### src/rtl/bram_stream_loader.sv
// Stream-to-BRAM loader: first N words to bank 0, next N words to bank 1, then o_done.
// Optional running lane checksum on o_checksum when BRAM_LOADER_CHECKSUM_EN is defined.
module bram_stream_loader #(
    parameter int CNT_BIT  = 31,
    parameter int DWIDTH   = 32,
    parameter int AWIDTH   = 12,
    parameter int MEM_SIZE = 4096
) (
    input  logic              clk,
    input  logic              reset,
    input  logic              i_run,
    input  logic [CNT_BIT-1:0] i_num_cnt,
    output logic              o_idle,
    output logic              o_load,
    output logic              o_done,
`ifdef BRAM_LOADER_CHECKSUM_EN
    output logic [DWIDTH-1:0] o_checksum,
`endif
    input  logic              s_valid,
    output logic              s_ready,
    input  logic [DWIDTH-1:0] s_data,
    output logic [AWIDTH-1:0] addr_b0,
    output logic              ce_b0,
    output logic              we_b0,
    output logic [DWIDTH-1:0] d_b0,
    output logic [AWIDTH-1:0] addr_b1,
    output logic              ce_b1,
    output logic              we_b1,
    output logic [DWIDTH-1:0] d_b1
);
    localparam int CW = AWIDTH + 1;
    localparam logic [CNT_BIT-1:0] MEM_SIZE_C = CNT_BIT'(MEM_SIZE);

    typedef enum logic [2:0] {IDLE, LOAD_B0, LOAD_B1, FLUSH, DONE} state_t;

    state_t            r_state, w_state_nxt;
    logic [CW-1:0]     r_cnt, r_num, w_num_sat;
    logic              w_hs, w_last;
    logic              r_wr_b0, r_wr_b1;
    logic [AWIDTH-1:0] r_addr_b0, r_addr_b1;
    logic [DWIDTH-1:0] r_d_b0, r_d_b1;

    assign w_num_sat = (i_num_cnt > MEM_SIZE_C) ? CW'(MEM_SIZE) : i_num_cnt[CW-1:0];
    assign w_hs      = s_valid && s_ready;
    assign w_last    = (r_cnt + CW'(1)) == r_num;

    always_ff @(posedge clk or posedge reset) begin
        if (reset) r_state <= IDLE;
        else       r_state <= w_state_nxt;
    end

    always_comb begin
        w_state_nxt = r_state;
        o_idle      = 1'b0;
        o_load      = 1'b0;
        o_done      = 1'b0;
        s_ready     = 1'b0;
        case (r_state)
            IDLE: begin
                o_idle = 1'b1;
                if (i_run) w_state_nxt = (w_num_sat == '0) ? DONE : LOAD_B0;
            end
            LOAD_B0: begin
                o_load  = 1'b1;
                s_ready = 1'b1;
                if (s_valid && w_last) w_state_nxt = LOAD_B1;
            end
            LOAD_B1: begin
                o_load  = 1'b1;
                s_ready = 1'b1;
                if (s_valid && w_last) w_state_nxt = FLUSH;
            end
            FLUSH: begin
                o_load      = 1'b1;
                w_state_nxt = DONE;
            end
            DONE: begin
                o_done      = 1'b1;
                w_state_nxt = IDLE;
            end
            default: w_state_nxt = IDLE;
        endcase
    end

    // Write strobes last exactly one cycle per handshake; addr/data hold between writes.
    always_ff @(posedge clk or posedge reset) begin
        if (reset) begin
            r_cnt     <= '0;
            r_num     <= '0;
            r_wr_b0   <= 1'b0;
            r_wr_b1   <= 1'b0;
            r_addr_b0 <= '0;
            r_addr_b1 <= '0;
            r_d_b0    <= '0;
            r_d_b1    <= '0;
        end else begin
            r_wr_b0 <= 1'b0;
            r_wr_b1 <= 1'b0;
            if (r_state == IDLE && i_run) begin
                r_num <= w_num_sat;
                r_cnt <= '0;
            end
            if (w_hs) begin
                if (r_state == LOAD_B0) begin
                    r_wr_b0   <= 1'b1;
                    r_addr_b0 <= r_cnt[AWIDTH-1:0];
                    r_d_b0    <= s_data;
                end else begin
                    r_wr_b1   <= 1'b1;
                    r_addr_b1 <= r_cnt[AWIDTH-1:0];
                    r_d_b1    <= s_data;
                end
                r_cnt <= w_last ? '0 : r_cnt + CW'(1);
            end
        end
    end

    assign addr_b0 = r_addr_b0;
    assign ce_b0   = r_wr_b0;
    assign we_b0   = r_wr_b0;
    assign d_b0    = r_d_b0;
    assign addr_b1 = r_addr_b1;
    assign ce_b1   = r_wr_b1;
    assign we_b1   = r_wr_b1;
    assign d_b1    = r_d_b1;

`ifdef BRAM_LOADER_CHECKSUM_EN
    logic [DWIDTH-1:0] r_sum, w_lane_sum;

    always_comb begin
        w_lane_sum = '0;
        for (int i = 0; i < DWIDTH / 8; i++)
            w_lane_sum = w_lane_sum + DWIDTH'(s_data[8*i +: 8]);
    end

    always_ff @(posedge clk or posedge reset) begin
        if (reset)                          r_sum <= '0;
        else if (r_state == IDLE && i_run)  r_sum <= '0;
        else if (w_hs)                      r_sum <= r_sum + w_lane_sum;
    end

    assign o_checksum = r_sum;
`endif
endmodule

### config.mk
export PLATFORM = sky130hd
export DESIGN_NAME = bram_stream_loader
export DESIGN_NICKNAME = d
export VERILOG_FILES = /design/src/rtl/bram_stream_loader.sv
export SDC_FILE = /design/constraint.sdc
export NUM_CORES = 1
export LEC_CHECK = 0
export BUFFER_PORTS_ARGS = -buffer_cell sky130_fd_sc_hd__buf_2
export CAP_MARGIN = 20
export CORE_MARGIN = 2
export CORE_UTILIZATION = 51
export DETAILED_ROUTE_END_ITERATION = 12
export PLACE_DENSITY = 0.91
export SYNTH_ARGS = -nofsm -noshare
export SYNTH_HDL_FRONTEND = slang
export SYNTH_SLANG_ARGS = --single-unit
### constraint.sdc
create_clock -name clk -period 4.6 [get_ports clk]
set_input_delay 0.23 -clock clk [delete_from_list [all_inputs] [get_ports clk]]
set_output_delay 0.23 -clock clk [all_outputs]
set_load 0.05 [all_outputs]
# After elaboration in Yosys (flattened, before gate mapping)
# Cells that the tools add are included.
op_classes:
  bitwise: 1
  n_reduce_logical: 11
  n_mux: 17
  n_eq_ne: 8
  n_addsub: 1
  n_lt_le_gt_ge: 1
op_table:
  columns: ["op", "n"]
  rows:
  - ["13-bit two-way mux", 4]
  - ["31-bit by 13-bit greater-than comparator with 1-bit output (second input constant)", 1]
  - ["13-bit by 1-bit adder with 13-bit output (second input constant)", 1]
  - ["13-bit equality test", 1]
  - ["13-bit logical NOT", 1]
  - ["3-bit two-way mux", 4]
  - ["3-bit case mux with 4 select lines", 1]
  - ["1-bit two-way mux", 8]
  - ["3-bit by 2-bit equality test with 1-bit output (second input constant)", 2]
  - ["2-bit != test (second input constant)", 3]
  - ["2-bit AND reduction", 2]
  - ["3-bit by 1-bit equality test with 1-bit output (second input constant)", 1]
  - ["3-bit equality test (second input constant)", 1]
  - ["1-bit logical AND", 3]
  - ["3-bit logical NOT", 1]
  - ["3-bit AND reduction", 1]
  - ["3-bit OR reduction", 1]
  - ["2-bit nonzero test", 1]
  - ["2-bit OR reduction", 1]
  - ["1-bit NOT", 1]
totals:
  register_bits: 119
  wordCells: 48

# Depth between registers and ports, before layout
# Gate-level depths: netlist of the first run.
logic_depth:
  depth_word: 6
  ltp_mapped: 12

# Least setup slack after synthesis of the first run
# No wires, ideal clock.
synth_path:
  path_type: "reg-to-reg"
  from: "register r_state[1]"
  to: "register r_num[0]"
  period_less_slack_ns: 2.715
  arrival_time_ns: 2.649
  t_required_ns: 4.534
  path_buffers: 2
  slack_ns: 1.885
  path_stages_with_launch: 7
  setup_ns: 0.066
  path_cell_list: "dfrtp_1 -> clkbuf_1 -> nor3_1 -> nand2_1 -> a211oi_1 -> clkbuf_1 -> a22o_1"
synth_between:
  elab_chain_len: 2
synth_rtl:
  columns: ["item", "line", "text"]
  rows:
  - ["start, declared", "36", "state_t r_state, w_state_nxt;"]
  - ["start signal, assigned", "49", "else r_state <= w_state_nxt;"]
  - ["3-bit logical NOT", "99", "if (r_state == IDLE && i_run) begin"]
  - ["1-bit logical AND", "99", null]
  - ["end signal, assigned", "100", "r_num <= w_num_sat;"]
  - ["end, declared", "37", "logic [CW-1:0] r_cnt, r_num, w_num_sat;"]
# No other way between the ends.
# A chain may end at the register's enable or synchronous reset.

# Final worst setup path of the first run
layout_path:
  from: "register r_cnt[0]"
  to: "register r_cnt[11]"
layout_between:
  elab_chain_len: 4
layout_rtl:
  columns: ["item", "line", "text"]
  rows:
  - ["start, declared", "37", null]
  - ["start signal, assigned", "113", "r_cnt <= w_last ? '0 : r_cnt + CW'(1);"]
  - ["13-bit by 1-bit adder with 13-bit output (*)", "45, 113", null]
  - ["13-bit equality test", "45", "assign w_last = (r_cnt + CW'(1)) == r_num;"]
  - ["13-bit two-way mux (*)", "113", null]
  - ["13-bit two-way mux (*)", "103", "if (w_hs) begin"]
# Every way passes the cells marked *; elsewhere a longest branch is shown, timed or not.

==> results of run 1 <==
stage by stage:
| step | setup slack [ns] | utilization |
|---|---|---|
| after floorplan | 1.21 | - |
| after global placement | 1.94 | 0.597 |
| after detailed placement | 1.85 | 0.599 |
| after CTS | 1.81 | 0.699 |
| after global routing | 1.62 | 0.701 |
| final | 1.79 | 0.701 |
layer usage:
| metal | global-route usage | part of all wire | vias to the layer above |
|---|---|---|---|
| met2 | 0.430 | 0.53 | 163 |
| li1 | - | - | 1839 |
| met3 | 0.0612 | 0.057 | 42 |
| met4 | 0.132 | 0.033 | 0 |
| met5 | 0 | 0 | - |
| met1 | 0.296 | 0.38 | 2033 |
critical path, cell delays in order, from the launching register on:
cell and delay (ns):
sky130_fd_sc_hd__dfrtp_1 0.50, sky130_fd_sc_hd__ha_1 0.39, sky130_fd_sc_hd__and4_1 0.39, sky130_fd_sc_hd__a31oi_1 0.12, sky130_fd_sc_hd__nand4b_1 0.20, sky130_fd_sc_hd__nor4_2 0.30
sky130_fd_sc_hd__and4_1 0.38, sky130_fd_sc_hd__and2_4 0.29, sky130_fd_sc_hd__nor3_1 0.08
cell usage in the layout (no fill, tap or decap), types with 2 or more instances in the layout:
cell / instances
sky130_fd_sc_hd__a21oi_1: 4
sky130_fd_sc_hd__a22o_1: 12
sky130_fd_sc_hd__a31oi_1: 2
sky130_fd_sc_hd__and2_1: 3
sky130_fd_sc_hd__and3_1: 2
sky130_fd_sc_hd__and4_1: 3
sky130_fd_sc_hd__buf_12: 2
sky130_fd_sc_hd__buf_2: 162
sky130_fd_sc_hd__bufinv_16: 2
sky130_fd_sc_hd__clkbuf_16: 16
sky130_fd_sc_hd__clkinv_2: 2
sky130_fd_sc_hd__clkinv_4: 4
sky130_fd_sc_hd__clkinvlp_4: 4
sky130_fd_sc_hd__dfrtp_1: 119
sky130_fd_sc_hd__dlygate4sd3_1: 45
sky130_fd_sc_hd__inv_1: 3
sky130_fd_sc_hd__inv_6: 2
sky130_fd_sc_hd__mux2_2: 88
sky130_fd_sc_hd__nand2_1: 17
sky130_fd_sc_hd__nand3_1: 6
sky130_fd_sc_hd__nand4_1: 7
sky130_fd_sc_hd__nor2_1: 12
sky130_fd_sc_hd__nor2b_1: 3
sky130_fd_sc_hd__nor3_1: 8
sky130_fd_sc_hd__nor3_2: 2
sky130_fd_sc_hd__nor3b_1: 3
sky130_fd_sc_hd__nor4_1: 7
sky130_fd_sc_hd__nor4_2: 4
sky130_fd_sc_hd__o211ai_1: 3
sky130_fd_sc_hd__o21ai_0: 9
sky130_fd_sc_hd__o31ai_1: 2
sky130_fd_sc_hd__xnor2_1: 16
sky130_fd_sc_hd__xor2_1: 6
report_power, final:
group,internal (mW),total (mW),leakage (nW),switching (mW)
registers,1.34,1.54,1.56,0.193
logic,0.600,2.11,1.65,1.51
clock network,0.770,1.26,0.267,0.493
cell usage after synthesis, drive strengths merged (2+ instances only):
cell     instances  area share
nand2           17       0.012
nor2            12      0.0086
and4             3      0.0050
buf             13       0.020
o21ai            9      0.0086
a22o            13       0.022
o211ai           3      0.0043
xnor2           16       0.027
nor3b            3      0.0043
a21oi            4      0.0038
and2             5      0.0064
nor4            11       0.018
nand3            8       0.011
xor2             6       0.010
inv              4      0.0029
a2111oi          2      0.0069
nand4            7      0.0083
o31ai            2      0.0029
dfrtp          119        0.57
and3             4      0.0057
nor2b            3      0.0036
a31oi            2      0.0024
nor3            10       0.011
mux2            88        0.19
clkbuf          16       0.013
area by class of cell:
class | instances | area share
inverter | 4 | 0.00245
clock inverter | 14 | 0.0214
clock buffer | 17 | 0.0580
tap | 136 | 0.0238
timing repair buffer | 210 | 0.183
multi-input combinational | 245 | 0.294
sequential | 119 | 0.417
sequential cells by signal, indices dropped and copies added, names as in the netlist:
signal   count
d_b0        32
r_num       13
ce_b0        1
addr_b0     12
r_state      3
d_b1        32
r_cnt       13
addr_b1     12
ce_b1        1
worst max path at each step:
stage / to / depth (start not counted) / slack [ns] / from
after global routing: r_cnt[12] / 8 / 1.62 / r_cnt[0]
after detailed placement: r_cnt[11] / 8 / 1.85 / r_cnt[0]
after global placement: r_cnt[8] / 8 / 1.94 / r_cnt[0]
final: r_cnt[11] / 8 / 1.79 / r_cnt[0]
after CTS: r_cnt[11] / 8 / 1.81 / r_cnt[0]
after floorplan: addr_b0[0] / 1 / 1.21 / reset
kinds of logic (layout without fill, tap and decap cells):
kind of cell / count (synthesis) / after routing
buffers and inverters: 33 / 245
xor gates and xnor gates: 22 / 22
muxes: 89 / 89
and+or+nand+nor: 87 / 87
adders and majority gates: 1 / 1
DFF: 119 / 119
AOI/OAI and AO/OA: 46 / 46
==> key figures, run 1 <==
Worst setup path
  – Crit start category: flip-flop
  – Worst-case register-to-register setup slack: about 1.8 ns
  – Reg2reg end: r_cnt[11]
  – WS Path Type: flip-flop to flip-flop
  – Capturing element type of the critical path: flip-flop
  – Reg-to-reg startpoint: r_cnt[0]
  – Length in cells of the worst reg-to-reg path: 8
  – Data required time of the critical path: just under 5 ns
  – Critical path fanouts, max: 9
  – CP Data Arrival Time: 3.16 ns

Synthesis
  – Combinational family with the most area after synthesis: multiplexers
  – Predominant post-synthesis flop cell: sky130_fd_sc_hd__dfrtp_1
  – Proportion of synthesized chip area in sequential cells: 0.566
  – Adder and majority cell fraction of the synthesized area: 0.00238
  – Area of the mapped netlist: 0.00526 mm2
  – Post-synthesis area per instance: between 10 and 15 um2
  – Post-synthesis async set-or-reset flop share: 1.00
  – Multiplexer share of the synthesized area: 0.190
  – Synthesized instance count: 397
  – Fraction of the mapped netlist area in compound gates: 0.0685
  – EDFF count, synth: 0
  – Syn. warnings: 0
  – Synthesized netlist net count: ~470
  – Number of distinct library cell variants in the gate-level netlist after synthesis: 55
  – Simple-gate share of the synthesized area: 0.100
  – Seq cells post-synth: 119
  – Fraction of synthesized cell area in xor and xnor cells: 0.0366

Clocking
  – # hold bufs at CTS: 45
  – CTS H-Tree Depth: 4
  – Clock tree from TritonCTS: yes
  – Root buffer cell: sky130_fd_sc_hd__clkbuf_8
  – Reg clk slew, reported paths: 0.06 ns
  – Total setup buffers inserted after CTS: 0
  – TritonCTS buffer count: 17
  – CTS Sinks: 119
  – Resize count post-CTS: 0
  – Source-to-sink clock delay at the later pin of the worst-skew pair: ~0.50 ns
  – Maximum buffer depth of the clock tree: 2

STA
  – Final worst-path cycle share: 0.610
  – Unrepaired setup endpoints after global routing: no
  – Min Clock Period, post-route: 2.81 ns
  – Final number of hold-violating endpoints: 0
  – Total Negative Setup Slacks: 0 ns
  – Transition time at the pin with the least slew margin: 0.924 ns
  – Final setup violating endpoints: 0
  – Highest clock rate: 0.356 GHz
  – Final count of pins violating max slew: 0
  – Setup skew after layout: 0.00735 ns
  – Tightest slew margin relative to the limit: 0.384
  – Hold Worst Slack: 0.0432 ns

Global route
  – First-pass GRT wire length: 21,700 um
  – Number of global-route vias before repair: 4,324
  – Congestion Overflow GR: 0
  – Pin count of the biggest net entering global routing: 79
  – Overall fraction of global-route tracks in use: 0.252
  – Initial antenna violation count: 0

Floorplanning
  – I/O pin count: 163
  – Die Y: 106 um
  – Die Area: 0.0111 mm2
  – Cell row count: 37
  – Area of the core: just over 0.01 mm2
  – Effective utilization at floorplan: 0.516
  – Die Width: 106 um

Pwr
  – Worst supply voltage drop on vdd: roughly 0.00052 V
  – Total design power: 4.91 mW
  – PD cells: 688 mW/mm2
  – Leakage power total: about 3.5 nW

Detailed routing
  – First-iteration detailed-routing DRC count: 240
  – Avg Vias per Cell: ~5.5
  – Wire length after detailed routing: approximately 14,000 um
  – Number of iterations in the first detailed-routing pass: 4
  – Routed length per placed instance: 18.2 um
  – Vias post-DR: 4,077
  – Antenna Nets Post-Route: 0
  – Number of remaining DRC errors: 0

Min path
  – Critical hold path startpoint: s_valid
  – Hold worst-path end: r_state[0]
  – Hold Crit Depth: 3
  – Worst min path class: input pin to flip-flop

Flow run
  – Max_cap viols: 0

Placement
  – Number of cells after detailed placement: 668
  – Detail Placement HPWL: 8280 um
  – Number of I/O port buffers: 162
  – Placer congestion estimate: 0.896
  – Cell area after placement: 0.00610 mm2

Layout
  – Fill cell instance count of the final layout: a little over 700
  – Layout-stage area growth over the synthesis result: 35.8%
  – Post-route non-filler standard cell count: 745
  – Reg area: 0.00298 mm2
  – Final instance area: a little over 0.007 mm2
  – Net count reported at finish: 665
  – N_diodes: 0
  – Footprint of the multi-input gates: 0.00210 mm2
  – Layout cell share with drive strength beyond 1: 0.494

Run status
  – Run status: finished clean
Note: power is estimated with default switching activity, not from simulation.
==> inputs of run 2 (changes only) <==
--- a/config.mk
+++ b/config.mk
@@ -5,12 +5,13 @@
 export SDC_FILE = /design/constraint.sdc
 export NUM_CORES = 1
 export LEC_CHECK = 0
+export ABC_AREA = 1
 export BUFFER_PORTS_ARGS = -buffer_cell sky130_fd_sc_hd__buf_2
 export CAP_MARGIN = 20
 export CORE_MARGIN = 2
-export CORE_UTILIZATION = 51
+export CORE_UTILIZATION = 46
 export DETAILED_ROUTE_END_ITERATION = 12
-export PLACE_DENSITY = 0.91
+export PLACE_DENSITY = 0.87
 export SYNTH_ARGS = -nofsm -noshare
 export SYNTH_HDL_FRONTEND = slang
 export SYNTH_SLANG_ARGS = --single-unit
==> constraint.sdc (replaced) <==
create_clock -name clk -period 2.4 [get_ports clk]
set_input_delay 0.12 -clock clk [delete_from_list [all_inputs] [get_ports clk]]
set_output_delay 0.12 -clock clk [all_outputs]
set_load 0.05 [all_outputs]
==> key figures, run 2 <==
STA
  – Final setup violating endpoints: 0
  – Setup skew after layout: around 0.0056 ns
  – Unrepaired setup endpoints after global routing: no
  – Final worst-path cycle share: 0.844
  – Final count of pins violating max slew: 0
  – Transition time at the pin with the least slew margin: 0.784 ns
  – Tightest slew margin relative to the limit: 0.477
  – Final number of hold-violating endpoints: 0
  – Min Clock Period, post-route: a little over 2 ns
  – Highest clock rate: ~0.5 GHz
  – Total Negative Setup Slacks: 0 ns

Synthesis
  – Area of the mapped netlist: 0.00527 mm2
  – Synthesized netlist net count: 696
  – Post-synth top area cell: sky130_fd_sc_hd__dfrtp_1
  – Cells taking the most area after synthesis: sky130_fd_sc_hd__dfrtp_1 56%, sky130_fd_sc_hd__nand2_1 12%, sky130_fd_sc_hd__o21ai_0 10%
  – Predominant post-synthesis flop cell: sky130_fd_sc_hd__dfrtp_1
  – Commonest cells in the netlist: 171 x sky130_fd_sc_hd__nand2_1, 119 x sky130_fd_sc_hd__dfrtp_1, 109 x sky130_fd_sc_hd__o21ai_0
  – Post-synthesis async set-or-reset flop share: 1.00
  – EDFF count, synth: 0
  – Post-synthesis area per instance: 8.39 um2
  – Proportion of synthesized chip area in sequential cells: 0.565
  – Syn. warnings: 0
  – Synthesized instance count: 628
  – Number of distinct library cell variants in the gate-level netlist after synthesis: 29
  – Cell with the most instances after synthesis: sky130_fd_sc_hd__nand2_1
  – Seq cells post-synth: between 100 and 150
  – Top cell type's share of synthesized area: 0.565

Flow run
  – Max_cap viols: 0

Detailed routing
  – DR WL met2: just over 7000 um
  – Met3 Routed Length: 1100 um
  – Wire length after detailed routing: 14,600 um
  – Avg Vias per Cell: 5.14
  – First-iteration detailed-routing DRC count: 578
  – Number of remaining DRC errors: 0
  – Number of iterations in the first detailed-routing pass: 5
  – Uppermost layer routed: met4
  – Routed met1 length: ~6000 um
  – Vias post-DR: approximately 5,100
  – Routed length per placed instance: 14.8 um
  – Antenna Nets Post-Route: 0

Run status
  – Run status: finished clean

Floorplanning
  – Die Y: 111 um
  – Cell row count: 39
  – Effective utilization at floorplan: 0.466
  – Area of the core: 0.0113 mm2
  – Die Width: around 110 um
  – Die Area: 0.0123 mm2
  – I/O pin count: 163

Worst setup path
  – Capturing element type of the critical path: flip-flop
  – Slowest stage delay, CP: 0.43 ns
  – Data required time of the critical path: 2.70 ns
  – Critical path fanouts, max: 7
  – Buffers and inverters on the worst path: 0
  – Worst path top cell family by delay: simple AND/OR/NAND/NOR gates
  – CP dominant cell by count: sky130_fd_sc_hd__nand2_1
  – CP Data Arrival Time: 2.32 ns
  – Slowest stage cell, crit path: sky130_fd_sc_hd__dfrtp_1
  – Crit start category: flip-flop
  – WS Path Type: flip-flop to flip-flop
  – Chain of cells forming the critical path: ha_1, nand3_2, nor2_2, nand3_1, nand2_1, nand2_1, nand2_1, nand3_2, nor2_4, nand2_2, a31o_1
  – Worst-case register-to-register setup slack: 0.37 ns

Pwr
  – Total design power: approximately 10 mW
  – Worst supply voltage drop on vdd: 0.00122 V
  – PD cells: 1430 mW/mm2
  – Leakage power total: approximately 3.8 nW

Layout
  – N_diodes: 0
  – Layout cell share with drive strength beyond 1: 0.275
  – Most common cell after layout, fill and taps aside: sky130_fd_sc_hd__nand2_1
  – Commonest cells after routing, fill and taps aside: 171 x sky130_fd_sc_hd__nand2_1, 162 x sky130_fd_sc_hd__buf_2, 119 x sky130_fd_sc_hd__dfrtp_1
  – Net count reported at finish: about 900
  – Layout-stage area growth over the synthesis result: 38.2%

Min path
  – Worst min path class: input pin to flip-flop

Global route
  – Initial antenna violation count: 0
  – Number of global-route vias before repair: 4,904
  – Congestion Overflow GR: 0
  – Overall fraction of global-route tracks in use: 0.244
  – First-pass GRT wire length: 24,000 um
  – Pin count of the biggest net entering global routing: 89

Clocking
  – CTS Sinks: 119
  – Resize count post-CTS: 0
  – Root buffer cell: sky130_fd_sc_hd__clkbuf_16
  – CTS H-Tree Depth: 4
  – Source-to-sink clock delay at the later pin of the worst-skew pair: ~0.4 ns
  – Maximum buffer depth of the clock tree: 2
  – Reg clk slew, reported paths: about 0.060 ns
  – TritonCTS buffer count: 17
  – Clock tree from TritonCTS: yes

Placement
  – Detail Placement HPWL: 9240 um
  – Number of I/O port buffers: around 160
  – Placer congestion estimate: 0.904
-- run 2: final timing paths --
path,from,end,depth (start not counted)
max,r_cnt[1],r_cnt[0],11
min,s_data[26],d_b0[26],3
max reg2reg,r_cnt[1],r_cnt[0],11
min reg2reg,addr_b0[9],addr_b0[9],2
max in group asynchronous,reset,d_b1[16],5
min in group asynchronous,reset,r_num[0],3
-- run 2: worst min-delay path, stage by stage --
cell                      delay, ns
sky130_fd_sc_hd__buf_2         0.11
sky130_fd_sc_hd__inv_1         0.06
sky130_fd_sc_hd__o21ai_0       0.08
-- run 2: repair_timing --
action                                  4_1_cts  5_1_grt
hold buffers                                 36        0
buffers inserted                              0        0
hold endpoints to repair                     93        0
endpoints found under the setup margin        0        0
-- run 2: final cells by class --
| type | instances | area (um2) |
|---|---|---|
| fill | 849 | 4040 |
| sequential | 119 | 2980 |
| multi-input combinational | 404 | 1880 |
| timing repair buffer | 208 | 1300 |
| clock buffer | 18 | 439 |
| inverter | 80 | 304 |
| clock inverter | 14 | 198 |
| tap | 143 | 179 |
-- run 2: logic make-up after synthesis --
group / count (synthesis) / share of synthesized area
AOI/OAI and AO/OA: 115 / 0.110
adders and majority gates: 1 / 0.00237
and+or+nand+nor: 286 / 0.241
DFF: 119 / 0.565
buffers and inverters: 105 / 0.0776
xor gates and xnor gates: 2 / 0.00332
-- run 2: per-stage QoR --
stage,instances,setup WS [ns],hold WS [ns],area [um2],util
3_3_place_gp,917,0.484,0.389,6260,0.553
4_1_cts,985,0.405,0.000421,7260,0.641
3_5_place_dp,917,0.418,0.387,6260,0.553
5_1_grt,986,0.186,0.0208,7290,0.644
6_report,986,0.374,0.0102,7290,0.644
2_1_floorplan,628,0.114,0.267,5280,-
-- run 2: power breakdown --
group          total, mW  internal [mW]  switching (mW)
clock network       2.69           1.77           0.922
registers           3.06           2.66           0.394
logic               4.69           1.04            3.65
-- run 2: metal layers --
layer / vias to the layer above / track usage
met3: 30 / 0.0744
met2: 259 / 0.413
met5: - / 0
li1: 2422 / -
met4: 0 / 0.0905
met1: 2355 / 0.296
